File: src/rtl/fetch_unit.sv
// Instruction fetch unit: issues word-aligned fetch requests under a credit
// limit, queues in-order responses in a small FIFO for decode, and discards
// stale responses after a redirect.
module fetch_unit #(
   parameter logic [31:0] RESET_PC = 32'h0000_0000,
   parameter int          QDEPTH   = 4
) (
   input  logic        clk,
   input  logic        rst,
   output logic        imem_req_valid,
   input  logic        imem_req_ready,
   output logic [31:0] imem_req_addr,
   input  logic        imem_resp_valid,
   input  logic [31:0] imem_resp_data,
   input  logic        redirect_valid,
   input  logic [31:0] redirect_pc,
   output logic        out_valid,
   input  logic        out_ready,
   output logic [31:0] out_instr,
   output logic [31:0] out_pc
);

   // QDEPTH must be a power of two (pointers wrap naturally) and at least 2.
   localparam int AW = $clog2(QDEPTH);
   localparam int CW = AW + 1;
   localparam logic [CW:0] QD_LIMIT = (CW+1)'(QDEPTH);

   logic [31:0]   fetch_pc;
   logic [31:0]   resp_pc;
   logic [31:0]   fifo_instr [QDEPTH];
   logic [31:0]   fifo_pc    [QDEPTH];
   logic [AW-1:0] rd_ptr;
   logic [AW-1:0] wr_ptr;
   logic [CW-1:0] count;
   logic [CW-1:0] outstanding;
   logic [CW-1:0] discard;

   logic [CW:0]   credit_sum;
   logic          req_valid;
   logic          req_fire;
   logic          push;
   logic          drop;
   logic          pop;
   logic [CW-1:0] out_after_resp;
   logic [CW-1:0] outstanding_next;
   logic [CW-1:0] count_next;
   logic [31:0]   redirect_aligned;

   // Credit check, handshake decode and next-state arithmetic for the counters.
   always_comb begin
      credit_sum       = {1'b0, count} + {1'b0, outstanding};
      req_valid        = rst && !redirect_valid && (credit_sum < QD_LIMIT);
      req_fire         = req_valid && imem_req_ready;
      redirect_aligned = {redirect_pc[31:2], 2'b00};
      push             = 1'b0;
      drop             = 1'b0;
      if (imem_resp_valid && !redirect_valid) begin
         if (discard == {CW{1'b0}}) begin
            push = 1'b1;
         end else begin
            drop = 1'b1;
         end
      end else begin
         push = 1'b0;
         drop = 1'b0;
      end
      // A pop in the redirect cycle is still delivered; the flush wins anyway.
      pop = (count != {CW{1'b0}}) && out_ready && !redirect_valid;
      if (imem_resp_valid) begin
         out_after_resp = outstanding - CW'(1);
      end else begin
         out_after_resp = outstanding;
      end
      if (req_fire) begin
         outstanding_next = out_after_resp + CW'(1);
      end else begin
         outstanding_next = out_after_resp;
      end
      case ({push, pop})
         2'b10:   count_next = count + CW'(1);
         2'b01:   count_next = count - CW'(1);
         default: count_next = count;
      endcase
   end

   // Fetch/response PCs, FIFO pointers and in-flight bookkeeping; redirect wins.
   always_ff @(posedge clk or negedge rst) begin
      if (!rst) begin
         fetch_pc    <= RESET_PC;
         resp_pc     <= RESET_PC;
         rd_ptr      <= {AW{1'b0}};
         wr_ptr      <= {AW{1'b0}};
         count       <= {CW{1'b0}};
         outstanding <= {CW{1'b0}};
         discard     <= {CW{1'b0}};
      end else if (redirect_valid) begin
         fetch_pc    <= redirect_aligned;
         resp_pc     <= redirect_aligned;
         rd_ptr      <= {AW{1'b0}};
         wr_ptr      <= {AW{1'b0}};
         count       <= {CW{1'b0}};
         // Every word still in flight after this cycle's response is stale.
         outstanding <= out_after_resp;
         discard     <= out_after_resp;
      end else begin
         if (req_fire) begin
            fetch_pc <= fetch_pc + 32'd4;
         end
         if (push) begin
            resp_pc <= resp_pc + 32'd4;
            wr_ptr  <= wr_ptr + AW'(1);
         end
         if (pop) begin
            rd_ptr <= rd_ptr + AW'(1);
         end
         if (drop) begin
            discard <= discard - CW'(1);
         end
         count       <= count_next;
         outstanding <= outstanding_next;
      end
   end

   // Queue storage: capture each accepted response together with its address.
   always_ff @(posedge clk or negedge rst) begin
      if (!rst) begin
         for (int i = 0; i < QDEPTH; i++) begin
            fifo_instr[i] <= 32'h0000_0000;
            fifo_pc[i]    <= 32'h0000_0000;
         end
      end else if (push) begin
         fifo_instr[wr_ptr] <= imem_resp_data;
         fifo_pc[wr_ptr]    <= resp_pc;
      end
   end

   assign imem_req_valid = req_valid;
   assign imem_req_addr  = fetch_pc;
   assign out_valid      = (count != {CW{1'b0}});
   assign out_instr      = fifo_instr[rd_ptr];
   assign out_pc         = fifo_pc[rd_ptr];

endmodule

File: config.mk
export PLATFORM = sky130hd
export DESIGN_NAME = fetch_unit
export DESIGN_NICKNAME = d
export VERILOG_FILES = /design/src/rtl/fetch_unit.sv
export SDC_FILE = /design/constraint.sdc
export NUM_CORES = 1
export LEC_CHECK = 0
export BUFFER_PORTS_ARGS = -buffer_cell sky130_fd_sc_hd__buf_2
export CORE_AREA = 5 5 229 231
export CTS_BUF_LIST = sky130_fd_sc_hd__clkbuf_8
export CTS_CLUSTER_DIAMETER = 30
export DETAILED_ROUTE_END_ITERATION = 8
export DIE_AREA = 0 0 234 236
export GPL_TIMING_DRIVEN = 1
export PLACE_DENSITY_LB_ADDON = 0.05
export SETUP_SLACK_MARGIN = 0.2
export SLEW_MARGIN = 20
export SYNTH_ARGS = -nofsm -noshare
export SYNTH_HDL_FRONTEND = slang
export SYNTH_SLANG_ARGS = --single-unit
export TNS_END_PERCENT = 10
File: constraint.sdc
create_clock -name clk -period 2.5 [get_ports clk]
set_clock_uncertainty 0.15 [all_clocks]
set_input_delay 0.125 -clock clk [delete_from_list [all_inputs] [get_ports clk]]
set_output_delay 0.125 -clock clk [all_outputs]
set_load 0.01 [all_outputs]
# Word-level counts from Yosys, hierarchy flattened
# Index checks and enable logic that the tools add are counted.
dict set report word_totals {
  register_bits 333
  inputBits 70
}
dict set report classes {
  add_sub_neg 10
  n_lt_le_gt_ge 4
  n_eq_ne 2
  n_mux 29
  bitwise 2
  reduce_logical 15
}
# cell n
set ops {}
lappend ops {{2-to-1 mux 32 bit} 9}
lappend ops {{bitwise mux 128 bit} 2}
lappend ops {{binary-select mux 32 bit (select 2 bit)} 2}
lappend ops {{adder 32 x 3 -> 32 bit, second input constant} 2}
lappend ops {{demux 32 bit (select 2 bit)} 1}
lappend ops {{2-to-1 mux 3 bit} 6}
lappend ops {{subtractor 3 x 1 -> 3 bit, second input constant} 3}
lappend ops {{2-to-1 mux 2 bit} 4}
lappend ops {{nonzero test 2 bit} 4}
lappend ops {{logical AND 1 bit} 7}
lappend ops {{adder 3 x 1 -> 3 bit, second input constant} 2}
lappend ops {{>= comparator 3 bit, second input constant} 2}
lappend ops {{inverter 2 -> 3 bit} 2}
lappend ops {{one-hot mux 3 bit (2 select lines)} 1}
lappend ops {{nonzero test 3 bit} 2}
lappend ops {{adder 2 x 1 -> 2 bit, second input constant} 2}
lappend ops {{adder 3 x 3 -> 4 bit} 1}
lappend ops {{less-than comparator 4 x 3 -> 1 bit, second input constant} 1}
lappend ops {{2-to-1 mux 1 bit} 4}
lappend ops {{logical NOT 3 bit} 1}
lappend ops {{less-than comparator 3 x 1 -> 1 bit, second input constant} 1}
lappend ops {{== test 2 x 1 -> 1 bit, second input constant} 1}
lappend ops {{== test 2 bit, second input constant} 1}
lappend ops {{logical NOT 1 bit} 1}

# Logic depth before layout (Yosys ltp)
# Gate-level depths: netlist of the first run.
dict set report logic_depth {
  depth_word 6
  depth_mapped 10
  depth_no_buf 10
}

# Worst setup path before layout of the first run
# No wires, ideal clock.
dict set report synth_timing {
  kind {flip-flop to flip-flop}
  startpoint {register fetch_pc[2] (netlist: imem_req_addr[2])}
  endpoint {register fetch_pc[28] (netlist: imem_req_addr[28])}
  arrival_time_ns 2.376
  path_slack_ns -0.095
  stages_incl_launch_ff 7
  period_less_slack_ns 2.595
  cell_sequence {dfrtp_1 -> ha_1 -> nand4_1 -> or4_4 -> or4b_4 -> or4_1 -> nand3_1}
}
dict set report synth_between {
  elab_chain_cells 3
}
# item line
set synth_rtl {}
lappend synth_rtl {{from (decl)} 28} ;# logic [31:0] fetch_pc;
lappend synth_rtl {{from (signal assigned)} 97} ;# fetch_pc <= redirect_aligned;
lappend synth_rtl {{from (signal assigned)} 107} ;# fetch_pc <= fetch_pc + 32'd4;
lappend synth_rtl {{adder 32 x 3 -> 32 bit} 107}
lappend synth_rtl {{2-to-1 mux 32 bit} 106} ;# if (req_fire) begin
lappend synth_rtl {{2-to-1 mux 32 bit} 96} ;# end else if (redirect_valid) begin
# No other way between the ends. The select of a mux whose other input is x is not followed.
# A chain may end at the register's enable or synchronous reset.

# Final worst setup path of the first run
dict set report layout_timing {
  startpoint {register fetch_pc[3] (netlist: imem_req_addr[3])}
  endpoint {register fetch_pc[30] (netlist: imem_req_addr[30])}
}
# Same word-level chain as after synthesis.

==> reports/qor.csv, run 1 <==
stage,metric,value,unit
yosys,Synth Cell Area,14800,um2
yosys,main area contributors after synthesis,"dfrtp_1 (54%), mux2_2 (18%), mux4_2 (9.4%), nand2_1 (2.1%), clkbuf_1 (1.6%)",
yosys,Yosys top cell area share,0.5428,
global_route,first-pass GRT wire length,67340,um
sta,RSZ-0062 raised after global routing,yes,
outcome,status,"finished, final reports clean",
pwr,power per cell area,1011,nW/um2
sta,min Tclk post-route,2.493,ns
cts,CTS tree,built,
sta,Final period util,0.9973,
detailed_routing,via density per instance,4.702,
worst_setup_path,cell family with most CP delay,simple AND/OR/NAND/NOR gates,
cts,Root Driver,clkbuf_8,
detailed_routing,DR WL/cell,19.35,um
cts,H-Tree Depth,3,
detailed_routing,DR vias,10381,
worst_setup_path,CP Data Required Time,2.94,ns
floorplan,die area,55220,um2
yosys,Synth Area in XOR/XNOR,0.02190,
sta,Worst Tran Pin Value,0.9603,ns
placed_design,IO buf count,161,
global_route,gr usage total,0.1551,
flow_run,max capacitance violation total,0,
global_route,vias in the first global route,11483,
worst_setup_path,FF-to-FF Start,imem_req_addr[3],
yosys,largest area contributor in the netlist,dfrtp_1,
floorplan,# IOs,168,
placed_design,RD Place Congestion,0.7595,
cts,CTS buffer count,102,
detailed_routing,"antenna viol nets, final",0,
global_route,GRT Residual Overflow,0,
pwr,Design Power,21.42,mW
detailed_routing,routed wire length,42730,um
global_route,initial antenna violation count,0,
yosys,Main synth FF type,dfrtp_1,
yosys,Post-synth EDFFs,0,
yosys,Simple-Gate Fraction of Synth Area,0.07660,
yosys,syn avg cell area,13.42,um2
yosys,Adder-Cell Fraction of Synth Area,0.01150,
final_layout,Util after Layout,0.4249,
yosys,"Async S/R FF share, synth",1.000,
floorplan,die extent in x,234,um
pwr,leak pwr,9.980,nW
worst_hold_path,HP Class,primary input to async pin,
floorplan,row count,82,
sta,fmax,0.4011,GHz
worst_setup_path,critical path's largest stage delay,0.57,ns
sta,relative slew slack,0.3598,
floorplan,starting density of the core,0.2968,
placed_design,HPWL Detailed,26630,um
worst_setup_path,CP Data Arrival Time,2.93,ns
floorplan,die span in y,236,um
placed_design,Area after DPL,16870,um2
final_layout,Synth-to-Final Area Change,43.15,%
worst_setup_path,CP Max Fanout,5,
yosys,Yosys reg bits,321,
detailed_routing,Initial DRT Pass Iterations,4,
detailed_routing,drt drc,0,
yosys,sequential area share after synthesis,0.5428,
sta,final hold vios,0,
worst_setup_path,CP startpoint,imem_req_addr[3],
worst_setup_path,R2R setup slack,0.007,ns
final_layout,fin area,21190,um2
worst_setup_path,slowest CP cell,or4b_4,
worst_setup_path,Startpoint Class,flop,
worst_setup_path,critical path class,flop to flop,
cts,Worst-Skew Late Latency,0.68,ns
sta,final slew viol count,0,
worst_setup_path,Crit. End Element,flop,
worst_setup_path,"Buf+Inv Stages, Crit Path",0,
worst_setup_path,r2r worst-path depth,6,
yosys,Compound-Gate Fraction of Synth Area,0.04278,
detailed_routing,Starting DRT DRC Count,320,
yosys,Synth Instances,1103,
final_layout,Layout Nets,1530,
cts,Clock transition at path regs,0.05,ns
cts,Clock Tree Buf Depth,3,
yosys,most instantiated cells after synthesis,"dfrtp_1 (321), mux2_2 (240), nand2_1 (82)",
yosys,library cells used by synthesis,52,
floorplan,Core Region,49860,um2
worst_setup_path,crit-path cells,"ha_2, nand4_1, or4_4, or4b_4, or4_1, nand3_1",
sta,setup violators final,0,
yosys,most common cell in the netlist,dfrtp_1,
global_route,largest net degree at the start of global routing,145,
yosys,mux share of post-synthesis cell area,0.2776,
pwr,Max VDD drop,0.4664,mV
final_layout,diode count,0,
yosys,combinational family with the most area after synthesis,multiplexers,
yosys,YS warnings,0,
final_layout,share of cells above drive strength 1,0.4974,
cts,clock sink count,321,
worst_setup_path,worst flop-to-flop path endpoint,imem_req_addr[30],
layer usage:
metal / global-route usage / up-vias / wire, um
met2: 0.2516 / 232 / 20710
li1: - / 4781 / -
met1: 0.2026 / 5289 / 19000
met4: 0.04965 / 0 / 954
met3: 0.04113 / 79 / 2069
met5: 0 / - / 0
cells by family after synthesis:
logic type	count (synthesis)
AND/OR/NAND/NOR	225
flip-flops	321
XOR/XNOR	37
AO/OA/AOI/OAI	103
adder cells (fa/ha/maj)	13
other	1
multiplexers	303
buffers and inverters	100
area by class of cell:
class | count | area (um2)
clock buffer | 131 | 1803
clock inverter | 62 | 649.4
fill | 4738 | 28680
inverter | 21 | 78.83
multi-input combinational | 685 | 6804
sequential | 321 | 8040
tap | 672 | 840.8
timing repair buffer | 316 | 2969
flip-flops by register name (all words and copies together) (netlist names):
name	cells
count	3
discard	3
fifo_instr	128
fifo_pc	120
imem_req_addr	30
outstanding	3
rd_ptr	2
resp_pc	30
wr_ptr	2
worst max path at each step:
stage | cells past startpoint | end | slack (ns)
3_3_place_gp | 6 | imem_req_addr[11] | -0.06
5_1_grt | 6 | imem_req_addr[30] | -0.07
3_5_place_dp | 7 | fifo_pc[85] | -0.06
2_1_floorplan | 6 | imem_req_addr[28] | 0.005
4_1_cts | 6 | imem_req_addr[30] | -0.002
6_report | 6 | imem_req_addr[30] | 0.007
worst min-delay path, cell delays in order:
cell and delay [ns]:
dlygate4sd3_1 0.61, buf_8 0.13, buf_12 0.41
power breakdown:
group | internal (mW) | switching, mW | total [mW]
clock | 6.06 | 3.01 | 9.07
sequential | 6.25 | 0.625 | 6.88
combinational | 3.21 | 2.26 | 5.48
placed cells by master, fill, tap and decap left out, drive strengths merged, types with 2 or more instances in the layout:
master,n
dfrtp,321
buf,244
mux2,240
clkbuf,133
nand2,83
dlygate4sd3,70
mux4,62
o21ai,52
inv,42
nand3,34
nor2,28
clkinv,23
nand4,22
xnor2,22
o211ai,16
xor2,15
bufinv,13
ha,12
a21oi,11
or4,10
nor3,10
or3,8
o31a,7
and3,7
nor4,7
a31oi,5
clkinvlp,5
o311ai,5
conb,4
nand3b,3
and4,3
and2,3
a31o,2
what timing repair did:
item	4_1_cts	5_1_grt
gates resized for setup	90	93
buffers inserted	10	10
gates cloned	1	2
pin swaps	11	27
hold endpoints to repair	307	0
hold buffers	70	0
setup endpoints to repair	334	141
through the flow:
step	TNS, ns	worst slack (ns)	instances	hold WS [ns]
after floorplan	0	0.004595	1106	-0.3206
after global placement	-5.546	-0.06252	1922	0.1137
after detailed placement	-5.906	-0.06440	1922	0.1132
after CTS	-0.001531	-0.001531	2196	0.02478
after global routing	-0.2310	-0.06933	2208	0.05295
final	0	0.006688	2208	0.01970
(Power assumes the default switching activity.)
==> inputs of run 2 (changes only) <==
--- a/config.mk
+++ b/config.mk
@@ -12,7 +12,7 @@
 export DETAILED_ROUTE_END_ITERATION = 8
 export DIE_AREA = 0 0 234 236
 export GPL_TIMING_DRIVEN = 1
-export PLACE_DENSITY_LB_ADDON = 0.05
+export PLACE_DENSITY = 0.59
 export SETUP_SLACK_MARGIN = 0.2
 export SLEW_MARGIN = 20
 export SYNTH_ARGS = -nofsm -noshare
==> run 2 against run 1 <==
Compared with the run above:
- global-route usage shrank 1.5 points
- register-to-register slack gained 0.02 ns
- core utilization shrank 2.2 points
- via count shrank 0.49%
- design area shrank 5.1%
- clock power shrank 24%
- non-clock buffer count shrank 12
- first-iteration DRC count grew 59%
- critical path depth is the same
- clock-buffer cell count shrank 29
- hold slack gained 0.13 ns
- critical path type unchanged
- largest cell class unchanged
==> reports/qor.csv, run 2 (synthesis gave the netlist of run 1 again) <==
stage,metric,value,unit,change
outcome,status,"finished, final reports clean",,
detailed_routing,Initial DRT Pass Iterations,5,,+1
worst_setup_path,Crit. End Element,flop,,
sta,final slew viol count,0,,unchanged
flow_run,max capacitance violation total,0,,unchanged
detailed_routing,DR vias,10330,,-0.49%
cts,Clock Tree Buf Depth,3,,unchanged
final_layout,share of cells above drive strength 1,0.4709,,-0.02649
worst_setup_path,Startpoint Class,flop,,
global_route,vias in the first global route,11035,,-3.9%
cts,Worst-Skew Late Latency,0.63,ns,-0.05 ns
final_layout,Largest regs,"fifo_instr: 128 flops, fifo_pc: 120 flops",,
placed_design,Area after DPL,16810,um2,-0.40%
pwr,switching power,5.497,mW,-6.8%
global_route,largest net degree at the start of global routing,131,,-9.7%
final_layout,Layout Nets,1497,,-2.2%
pwr,Clock power frac,0.359,,-0.064
worst_setup_path,critical path class,flop to flop,,
sta,setup violators final,0,,unchanged
worst_setup_path,slowest CP cell,or4b_4,,
pwr,Max VDD drop,0.4068,mV,-13%
worst_hold_path,HP Class,primary input to flop,,
floorplan,# IOs,168,,unchanged
final_layout,most frequent cells in the layout,"dfrtp_1 (316), mux2_2 (240), clkbuf_8 (102)",,
final_layout,"commonest non-fill, non-tap cell in the layout",dfrtp_1,,
cts,clock sink count,321,,unchanged
floorplan,Core Region,49860,um2,unchanged
worst_setup_path,CP Data Arrival Time,2.88,ns,-0.05 ns
worst_setup_path,crit-path cells,"ha_2, nand4_1, or4_4, or4b_4, or4_1, nand3_1",,
global_route,initial antenna violation count,1,,+1
cts,Root Driver,clkbuf_8,,
floorplan,row count,82,,unchanged
floorplan,starting density of the core,0.2968,,unchanged
detailed_routing,"antenna viol nets, final",0,,unchanged
detailed_routing,via density per instance,4.802,,+2.1%
worst_setup_path,CP Max Fanout,5,,unchanged
worst_setup_path,critical path's largest stage delay,0.56,ns,about the same
pwr,power per cell area,952.1,nW/um2,-5.8%
cts,CTS buffer count,81,,-21%
detailed_routing,Starting DRT DRC Count,508,,+59%
sta,fmax,0.4037,GHz,+0.64%
placed_design,HPWL Detailed,25240,um,-5.2%
floorplan,die span in y,236,um,unchanged
global_route,gr usage total,0.1397,,-0.01541
sta,min Tclk post-route,2.477,ns,-0.01597 ns
pwr,sequential share of power,0.361,,+0.040
sta,Final period util,0.9909,,-0.006388
final_layout,fin area,20110,um2,-5.1%
floorplan,die extent in x,234,um,unchanged
cts,H-Tree Depth,3,,unchanged
final_layout,fin cells,2151,,-2.6%
detailed_routing,drt drc,0,,unchanged
placed_design,placed cell count,1915,,-0.36%
worst_setup_path,CP Data Required Time,2.91,ns,-0.03 ns
detailed_routing,DR WL/cell,18.33,um,-5.3%
cts,CTS tree,built,,
final_layout,Synth-to-Final Area Change,35.86,%,
placed_design,RD Place Congestion,0.8324,,+9.6%
final_layout,largest register by flop count,fifo_instr,,
sta,final hold vios,0,,unchanged
pwr,Comb pwr share,0.280,,+0.024
pwr,internal power,13.65,mW,-12%
global_route,GRT Residual Overflow,0,,unchanged
detailed_routing,routed wire length,39420,um,-7.7%
pwr,Sw Share,0.2871,,+0.01170
sta,RSZ-0062 raised after global routing,yes,,
cts,Clock transition at path regs,0.05,ns,about the same
floorplan,die area,55220,um2,unchanged
placed_design,IO buf count,161,,unchanged
sta,Worst Tran Pin Value,0.7704,ns,-0.1899 ns
global_route,first-pass GRT wire length,61400,um,-8.8%
sta,relative slew slack,0.4864,,+0.1266
pwr,leak pwr,9.333,nW,-6.5%
final_layout,max reg flops,128,,unchanged
final_layout,Fill cells,4687,,-1.1%
run 2: repair_timing:
action	CTS	global route
endpoints found under the setup margin	82	265
gates cloned	2	4
hold buffers	75	0
gates resized for setup	82	30
pin swaps	4	4
endpoints found under the hold margin	522	0
setup buffers	5	2
run 2: layout make-up:
| class | count | area (um2) | area share |
|---|---|---|---|
| diodes | 1 | 2.502 | 0.0001245 |
| clock buffers | 102 | 1404 | 0.06982 |
| flip-flops and latches | 321 | 8044 | 0.4001 |
| clock inverters | 45 | 382.9 | 0.01904 |
| inverters | 21 | 78.83 | 0.003920 |
| multi-input cells | 685 | 6516 | 0.3241 |
| well taps | 672 | 840.8 | 0.04182 |
| repair buffers | 304 | 2838 | 0.1411 |
run 2: metal layers:
metal	vias to the layer above	part of all wire	GRT usage	routed length [um]
li1	4699	-	-	-
met1	5261	0.45	0.1917	17850
met2	300	0.47	0.2182	18560
met3	70	0.056	0.03728	2217
met4	0	0.020	0.04022	800
met5	-	0	0	0
run 2: power groups by stage:
stage	Combinational [mW]	Clock (mW)	Sequential (mW)
after global placement	4.26	0	6.91
after CTS	5.30	7.10	6.90
after global routing	5.84	7.35	7.05
final	5.37	6.87	6.90
after detailed placement	4.36	0	6.98
after floorplan	2.72	0	6.77
run 2: path summary, 6_finish.rpt:
| kind | endpoint | slack [ns] | depth (start not counted) | start |
|---|---|---|---|---|
| worst max-delay path | imem_req_addr[28] | 0.02 | 6 | imem_req_addr[3] |
| worst min-delay path | resp_pc[14] | 0.15 | 3 | redirect_pc[14] |
| worst max register to register | imem_req_addr[28] | 0.02 | 6 | imem_req_addr[3] |
| worst min register to register | fifo_pc[119] | 0.32 | 2 | fifo_pc[119] |
| max in group asynchronous | resp_pc[7] | 0.44 | 5 | rst |
| min in group asynchronous | count[0] | 0.63 | 4 | rst |
run 2: critical path, delay by kind of cell, from the launching register on:
kind                     cells  cell delay, ns
flip-flops                   1            0.35
AND/OR/NAND/NOR              5            1.72
adder cells (fa/ha/maj)      1            0.19
run 2: through the flow:
step           power [mW]    util  setup WS (ns)  setup TNS (ns)  hold WS (ns)
3_3_place_gp        11.17  0.3370        0.03128               0       0.02945
6_report            19.14  0.4032        0.02266               0        0.1466
3_5_place_dp        11.34  0.3370       -0.02670        -0.04936       0.03166
2_1_floorplan       9.488       -       0.004595               0       -0.3206
4_1_cts             19.30  0.3984       -0.02531         -0.1419       0.08491
5_1_grt             20.23  0.4032       -0.08445          -2.078        0.1054
